**config.mk**
```make
export PLATFORM = sky130hd
export DESIGN_NAME = spi_master_ctrl
export DESIGN_NICKNAME = d
export VERILOG_FILES = /design/src/rtl/spi_pkg.sv /design/src/rtl/spi_shift_reg.sv /design/src/rtl/spi_master_ctrl.sv
export SDC_FILE = /design/constraint.sdc
export NUM_CORES = 1
export LEC_CHECK = 0
export BUFFER_PORTS_ARGS = -buffer_cell sky130_fd_sc_hd__buf_2
export CAP_MARGIN = 20
export CORE_MARGIN = 4
export CORE_UTILIZATION = 57
export CTS_CLUSTER_SIZE = 16
export DETAILED_ROUTE_END_ITERATION = 10
export HOLD_SLACK_MARGIN = 0.02
export PLACE_DENSITY = 0.79
export SLEW_MARGIN = 25
export SYNTH_ARGS = -nofsm -noshare
export SYNTH_HDL_FRONTEND = slang
export SYNTH_HIERARCHICAL = 1
export SYNTH_SLANG_ARGS = --single-unit
```
**constraint.sdc**
```tcl
create_clock -name clk -period 2.65 [get_ports clk]
set_clock_uncertainty 0.2 [all_clocks]
set_input_delay 0.265 -clock clk [delete_from_list [all_inputs] [get_ports clk]]
set_output_delay 0.265 -clock clk [all_outputs]
set_load 0.01 [all_outputs]
```
**src/rtl/spi_pkg.sv**
```systemverilog
// Shared types for the host-side SPI master: FSM encoding, frame command codes, helpers.
package spi_pkg;

  typedef enum logic [2:0] {
    ST_IDLE,
    ST_START,
    ST_SHIFT,
    ST_WAIT,
    ST_RECV,
    ST_DONE
  } state_e;

  localparam logic [1:0] CMD_WR_ADDR = 2'b00;
  localparam logic [1:0] CMD_WR_DATA = 2'b01;
  localparam logic [1:0] CMD_RD_ADDR = 2'b10;
  localparam logic [1:0] CMD_RD_DATA = 2'b11;

  function automatic int max_int(input int a, input int b);
    return (a > b) ? a : b;
  endfunction

endpackage

```
**src/rtl/spi_shift_reg.sv**
```systemverilog
// Width-parameterised shift register: parallel load, MSB-first shift (out at q[W-1], in at q[0]).
module spi_shift_reg #(
  parameter int W = 8
) (
  input  logic         clk,
  input  logic         rst_n,
  input  logic         load,
  input  logic [W-1:0] load_data,
  input  logic         shift_en,
  input  logic         shift_in,
  output logic [W-1:0] q
);

  always_ff @(posedge clk or negedge rst_n) begin
    if (!rst_n)        q <= '0;
    else if (load)     q <= load_data;
    else if (shift_en) q <= {q[W-2:0], shift_in};
  end

endmodule

```
**src/rtl/spi_master_ctrl.sv**
```systemverilog
// Host-side SPI master for the RAM link: shifts 10-bit command frames out on MOSI and
// collects the returned RAM word on MISO for read-data frames. Shares clk with the slave.
module spi_master_ctrl
  import spi_pkg::*;
#(
  parameter int FRAME_W = 10,
  parameter int DATA_W  = 8,
  parameter int RD_WAIT = 2,
  parameter int GAP     = 1
) (
  input  logic               clk,
  input  logic               rst_n,
  input  logic               cmd_valid,
  output logic               cmd_ready,
  input  logic [FRAME_W-1:0] cmd_data,
  input  logic               abort,
  output logic               rd_valid,
  output logic [DATA_W-1:0]  rd_data,
  output logic               busy,
  output logic               SS_n,
  output logic               MOSI,
  input  logic               MISO
);

  localparam int CNT_MAX = max_int(max_int(FRAME_W, DATA_W), max_int(RD_WAIT, GAP));
  localparam int CNT_W   = $clog2(CNT_MAX + 1);

  localparam logic [CNT_W-1:0] LD_SHIFT   = CNT_W'(FRAME_W - 1);
  localparam logic [CNT_W-1:0] LD_RECV    = CNT_W'(DATA_W - 1);
  localparam logic [CNT_W-1:0] LD_GAP     = CNT_W'(GAP - 1);
  localparam logic [CNT_W-1:0] LD_POST_TX = (RD_WAIT == 0) ? LD_RECV : CNT_W'(RD_WAIT - 1);
  localparam state_e           ST_POST_TX = (RD_WAIT == 0) ? ST_RECV : ST_WAIT;

  state_e               state_q, state_d;
  logic [CNT_W-1:0]     cnt_q, cnt_d;
  logic                 rd_frame_q;
  logic                 ss_n_d, rd_valid_d;
  logic                 accept, in_frame;
  logic                 tx_load, tx_shift, rx_shift;
  logic [FRAME_W-1:0]   tx_q, tx_ld_data;
  logic [DATA_W-1:0]    rx_q;
  logic                 unused_bits;

  assign cmd_ready = (state_q == ST_IDLE);
  assign busy      = !cmd_ready;
  assign accept    = cmd_valid && cmd_ready;
  assign in_frame  = state_q inside {ST_START, ST_SHIFT, ST_WAIT, ST_RECV};

  // MOSI comes straight off the TX flop MSB; zeros shifted in behind the frame keep it low afterwards.
  assign MOSI       = tx_q[FRAME_W-1];
  assign tx_ld_data = in_frame ? '0 : cmd_data;
  assign unused_bits = ^{tx_q[FRAME_W-2:0], rx_q[DATA_W-1]};

  spi_shift_reg #(.W(FRAME_W)) u_tx (
    .clk(clk), .rst_n(rst_n), .load(tx_load), .load_data(tx_ld_data),
    .shift_en(tx_shift), .shift_in(1'b0), .q(tx_q)
  );

  spi_shift_reg #(.W(DATA_W)) u_rx (
    .clk(clk), .rst_n(rst_n), .load(1'b0), .load_data('0),
    .shift_en(rx_shift), .shift_in(MISO), .q(rx_q)
  );

  always_comb begin
    state_d    = state_q;
    cnt_d      = cnt_q;
    ss_n_d     = 1'b1;
    rd_valid_d = 1'b0;
    tx_load    = 1'b0;
    tx_shift   = 1'b0;
    rx_shift   = 1'b0;
    case (state_q)
      ST_IDLE: if (cmd_valid) begin
        tx_load = 1'b1;
        ss_n_d  = 1'b0;
        state_d = ST_START;
      end
      ST_START: begin
        ss_n_d  = 1'b0;
        cnt_d   = LD_SHIFT;
        state_d = ST_SHIFT;
      end
      ST_SHIFT: begin
        ss_n_d   = 1'b0;
        tx_shift = 1'b1;
        if (cnt_q != '0)     cnt_d = cnt_q - 1'b1;
        else if (rd_frame_q) begin
          cnt_d   = LD_POST_TX;
          state_d = ST_POST_TX;
        end else begin
          ss_n_d  = 1'b1;
          cnt_d   = LD_GAP;
          state_d = ST_DONE;
        end
      end
      ST_WAIT: begin
        ss_n_d = 1'b0;
        if (cnt_q != '0) cnt_d = cnt_q - 1'b1;
        else begin
          cnt_d   = LD_RECV;
          state_d = ST_RECV;
        end
      end
      ST_RECV: begin
        ss_n_d   = 1'b0;
        rx_shift = 1'b1;
        if (cnt_q != '0) cnt_d = cnt_q - 1'b1;
        else begin
          ss_n_d     = 1'b1;
          rd_valid_d = 1'b1;
          cnt_d      = LD_GAP;
          state_d    = ST_DONE;
        end
      end
      ST_DONE: begin
        if (cnt_q != '0) cnt_d = cnt_q - 1'b1;
        else             state_d = ST_IDLE;
      end
      default: state_d = ST_IDLE;
    endcase
    // Abort wins over everything, including a read completing on the same edge.
    if (abort && in_frame) begin
      state_d    = ST_DONE;
      cnt_d      = LD_GAP;
      ss_n_d     = 1'b1;
      rd_valid_d = 1'b0;
      tx_load    = 1'b1;
      tx_shift   = 1'b0;
      rx_shift   = 1'b0;
    end
  end

  always_ff @(posedge clk or negedge rst_n) begin
    if (!rst_n) begin
      state_q    <= ST_IDLE;
      cnt_q      <= '0;
      SS_n       <= 1'b1;
      rd_valid   <= 1'b0;
      rd_data    <= '0;
      rd_frame_q <= 1'b0;
    end else begin
      state_q  <= state_d;
      cnt_q    <= cnt_d;
      SS_n     <= ss_n_d;
      rd_valid <= rd_valid_d;
      if (rd_valid_d) rd_data    <= {rx_q[DATA_W-2:0], MISO};
      if (accept)     rd_frame_q <= (cmd_data[FRAME_W-1 -: 2] == CMD_RD_DATA);
    end
  end

endmodule
```
==> flow_metrics.tcl, run 1 <==
set metrics [dict create \
    outcome "finished, final reports clean" \
    fin_setup_tns_ps 0 \
    cp.required_ps 2730 \
    p_sw_uw 1050 \
    io_pins 28 \
    antenna_cells 0 \
    maxCapViolations 0 \
    overflow 0 \
    drt-vias-per-instance 5.33 \
    cp-end-kind "flip-flop" \
    numCtsBuffers 5 \
    gp_congestion 0.964 \
    grt_usage 0.200 \
    switching_share 0.416 \
    peakVddDrop_mv 0.641 \
    power.density_mw_per_mm2 1110 \
    drtPass1Iterations 4 \
    maxSlewHeadroom 0.488 \
    p_clk_frac 0.153 \
    worstHoldStart "cmd_valid" \
    fin_util 0.685 \
    drt-total-wl_mm 3.83 \
    portBuffers 27 \
    fin_crit_sh 0.803 \
    rsz0062_at_grt "false" \
    netlist_area_mm2 0.00198 \
    design.core.area_mm2 0.00334 \
    die_h_um 66.9 \
    preCtsSetupSlack_ps 542 \
    period_minus_slack_ps 2130 \
    fill_cells 279 \
    avgSynthCellArea_um2 10.0 \
    drc 0 \
    cp_max_fo 20 \
    root_buffer "clkbuf_4" \
    yosysWarnings 6 \
    setup_slack_ps 523 \
    cp_slowest_cell "dfrtp_1" \
    r2r-start "state_q[0]" \
    timing.final.max_slew_violations 0 \
    combPwrFrac 0.485 \
    cts_tree "built" \
    cp.arrival_ps 2210 \
    final_nets 257 \
    hold_viol_final 0 \
    num_vias 1529 \
    p_leak_uw 0.00102 \
    clk_pin_slew_ps 110 \
    rrSetupSlack_ps 520 \
    antenna_found_initial 0 \
    setup_violations 0 \
    grt_max_degree 36 \
    p_seq_frac 0.362 \
    die_area_mm2 0.00448 \
    drt_iter0_drc 148 \
    tightest_slew_ps 767 \
    slowest_delay_ps 580 \
    cp-start-kind "flip-flop" \
    htreeDepth 2 \
    grt_pass1_wl_mm 6.65 \
    start_util 0.593 \
    die-width_um 66.9 \
    hold_ws_ps 34.5 \
    drive_gt1_frac 0.253 \
    cts.sinks 35 \
    syn-instance-count 197 \
    grt_pass1_vias 1395 \
    worst-setup-path-type "flip-flop to flip-flop" \
    clock_path_buffers 2 \
    crit_path_cell_trace "nor2_1 > nand2_1 > a21oi_1 > a31o_2 > nand2_1 > o21ai_1" \
    path_common_cell "nand2_1" \
    min_path_type "input pin to flip-flop" \
    antenna_left 0 \
    fmax_ghz 0.470 \
    crit_start "state_q[0]" \
    syn_to_final_growth_pct 15.4 \
    power.internal_uw 1470 \
    wire_per_inst_um 13.4 \
    fp-row-count 21 \
    hpwl_mm 2.71 \
    clk_latency_ps 350 \
]
==> path summary, 6_finish.rpt <==
kind	endpoint	cells past startpoint
max in group asynchronous	cnt_q[1]	2
worst max-delay path	u_tx/q[5]	6
worst min register to register	rd_data[0]	1
min in group asynchronous	u_tx/q[6]	2
worst max register to register	u_tx/q[5]	6
worst min-delay path	rd_frame_q	3
==> power groups by stage <==
stage	Clock [µW]	Combinational, µW	Sequential, µW
after floorplan	0	969	894
after global placement	0	1200	915
after detailed placement	0	1230	922
after CTS	395	1240	912
after global routing	417	1370	943
final	387	1220	913
==> cell type report <==
cell class | instances | area, µm² | area share
inverters | 7 | 26.3 | 0.0115
clock buffers | 5 | 37.5 | 0.0164
repair buffers | 35 | 205 | 0.0898
flip-flops and latches | 35 | 877 | 0.384
well taps | 46 | 57.6 | 0.0252
clock inverters | 3 | 43.8 | 0.0192
multi-input cells | 156 | 1040 | 0.454
==> registers in the layout (all words and copies together), names as in the netlist <==
register	cells
u_tx/q	10
rd_data	8
u_rx/q	7
cnt_q	4
state_q	3
SS_n	1
rd_frame_q	1
rd_valid	1
==> cells in the final DEF, fill, tap and decap left out, drive strengths merged, types with 7 or more instances in the layout <==
| cell type | instances |
|---|---|
| nor2b | 12 |
| nor2 | 7 |
| mux2 | 10 |
| mux2i | 17 |
| buf | 31 |
| o21ai | 23 |
| dfrtp | 34 |
| conb | 14 |
| nand2 | 30 |
| inv | 7 |
==> repair_timing <==
action	4_1_cts	5_1_grt
setup endpoints to repair	0	0
setup buffers	0	0
hold buffers	4	0
endpoints found under the hold margin	37	0
resized for setup	0	0
==> metal layers <==
metal  GRT usage  wire length [µm]  up-vias
met3      0.0708               240        5
met2       0.286              1810       46
met5           0                 0        -
met4      0.0684                50        0
li1            -                 -      768
met1       0.279              1730      710
==> stage by stage <==
step	cells	power [µW]	area, µm²
floorplan	210	1860	2030
CTS	287	2550	2280
detailed placement	275	2150	2160
finish	287	2530	2280
global placement	275	2110	2160
global route	287	2730	2280
==> critical path: cells and delay by family, from the launching register on <==
family,cells,cell delay (ps)
compound gates,3,620
simple gates,3,650
flops,1,580
Power figures use the tool's default switching activity.
==> run 2: changes to the inputs <==
==> constraint.sdc (replaced) <==
create_clock -name clk -period 2.2 [get_ports clk]
set_clock_uncertainty 0.2 [all_clocks]
set_input_delay 0.22 -clock clk [delete_from_list [all_inputs] [get_ports clk]]
set_output_delay 0.22 -clock clk [all_outputs]
set_load 0.01 [all_outputs]
==> flow_metrics.tcl, run 2 (synthesis results as in run 1) <==
set metrics [dict create \
    outcome "finished, final reports clean" \
    antenna_found_initial 0 \
    fmax_ghz 0.481 \
    peakVddDrop_mv 0.508 \
    worst-setup-path-type "input pin to flip-flop" \
    tightest_slew_ps 739 \
    cp.required_ps 2270 \
    reg_top3 "u_tx/q: 10 flops, rd_data: 8 flops, u_rx/q: 7 flops" \
    setup_violations 0 \
    regMostFlops "u_tx/q" \
    clk_pin_slew_ps 110 \
    wire_per_inst_um 13.5 \
    start_util 0.593 \
    final_common_cell "dfrtp_1" \
    drt-total-wl_mm 4.02 \
    path_depth 6 \
    fin_setup_tns_ps 0 \
    overflow 0 \
    clk_latency_ps 330 \
    cp_max_fo 2 \
    preCtsSetupSlack_ps 223 \
    min_path_type "input pin to flip-flop" \
    grt_max_degree 36 \
    drc 0 \
    grt_pass1_wl_mm 6.71 \
    drt_iter0_drc 80 \
    die-width_um 66.9 \
    io_pins 28 \
    cp-start-kind "input pin" \
    numCtsBuffers 5 \
    drtPass1Iterations 4 \
    period_minus_slack_ps 2080 \
    power.density_mw_per_mm2 1270 \
    drive_gt1_frac 0.251 \
    hold_viol_final 0 \
    min_delay_path_depth 4 \
    clock_path_buffers 2 \
    gp_congestion 0.897 \
    reg2regPathDepth 6 \
    htreeDepth 2 \
    setup_slack_ps 121 \
    grt_pass1_vias 1479 \
    drt-vias-per-instance 5.38 \
    timing.final.max_slew_violations 0 \
    critPathTopFamily "buffers and inverters" \
    crit_path_cell_trace "dlygate4sd3_1 > buf_2 > nand2_1 > dlygate4sd3_1 > o21ai_0 > dlygate4sd3_1" \
    p_leak_uw 0.00105 \
    antenna_left 0 \
    final_cell_mix "dfrtp_1 (34), nand2_1 (28), buf_2 (27)" \
    rsz0062_at_grt "false" \
    maxSlewHeadroom 0.507 \
    final_nets 267 \
    path_common_cell "dlygate4sd3_1" \
    hold_ws_ps 31.7 \
    fin_crit_sh 0.945 \
    hpwl_mm 2.71 \
    cp_slowest_cell "dlygate4sd3_1" \
    cp.arrival_ps 2150 \
    die_area_mm2 0.00448 \
    syn_to_final_growth_pct 18.7 \
    largest_reg_flops 10 \
    slowest_delay_ps 560 \
    die_h_um 66.9 \
    maxCapViolations 0 \
    cts_tree "built" \
    num_vias 1598 \
    grt_usage 0.201 \
    root_buffer "clkbuf_4" \
    cp-end-kind "flip-flop" \
    cts.sinks 35 \
    cp.buffers_inverters 4 \
    antenna_cells 0 \
    fp-row-count 21 \
    design.core.area_mm2 0.00334 \
    portBuffers 27 \
]
## run 2: cell types whose count changed in the layout (fill, tap and decap cells not counted), sizes merged
| cell | change |
|---|---|
| bufinv | -1 |
| clkbuf | +1 |
| clkinvlp | +1 |
| buf | +3 |
| clkinv | -1 |
| dlygate4sd3 | +7 |
## run 2: worst paths after layout
check                            start          to  slack [ps]
max                        cmd_data[8]  rd_frame_q         120
max reg2reg                 state_q[2]  rd_frame_q         140
min                        cmd_data[4]   u_tx/q[4]          30
max in group asynchronous        rst_n    cnt_q[0]        1040
min in group asynchronous        rst_n   u_tx/q[9]         280
min reg2reg                 rd_data[1]  rd_data[1]         300
## run 2: stage by stage
stage,std cells,instance area (µm²),total power [µW],utilization
2_1_floorplan,210,2030,2240,-
3_3_place_gp,278,2190,2580,0.655
3_5_place_dp,278,2190,2620,0.655
4_1_cts,297,2350,2990,0.704
5_1_grt,297,2350,3210,0.704
6_report,297,2350,2980,0.704
## run 2: layout make-up
type	instances	area, µm²
multi-input cells	156	1040
fillers	275	987
flip-flops and latches	35	877
repair buffers	45	298
well taps	46	57.6
clock buffers	6	41.3
inverters	7	26.3
clock inverters	2	12.5
## run 2: tightest hold or removal path: cells and delay by family
kind | cells | cell delay, ps
simple gates | 2 | 170
buf+inv | 1 | 70
compound gates | 1 | 70
## run 2: power by group
| part | switching [µW] | internal, µW | leakage [µW] |
|---|---|---|---|
| sequential | 193 | 888 | 0.000444 |
| combinational | 866 | 699 | 0.000573 |
| clock | 211 | 123 | 0.0000282 |
## run 2: per-layer routing
metal,GRT usage,routed length (µm)
met5,0,0
met4,0.0861,85
met3,0.0641,217
met2,0.332,1930
met1,0.240,1790
## run 2: timing repair
item                                   CTS  global route
hold buffers                            11             0
buffers inserted                         0             0
endpoints found under the hold margin   43             0
gates resized for setup                  0             0
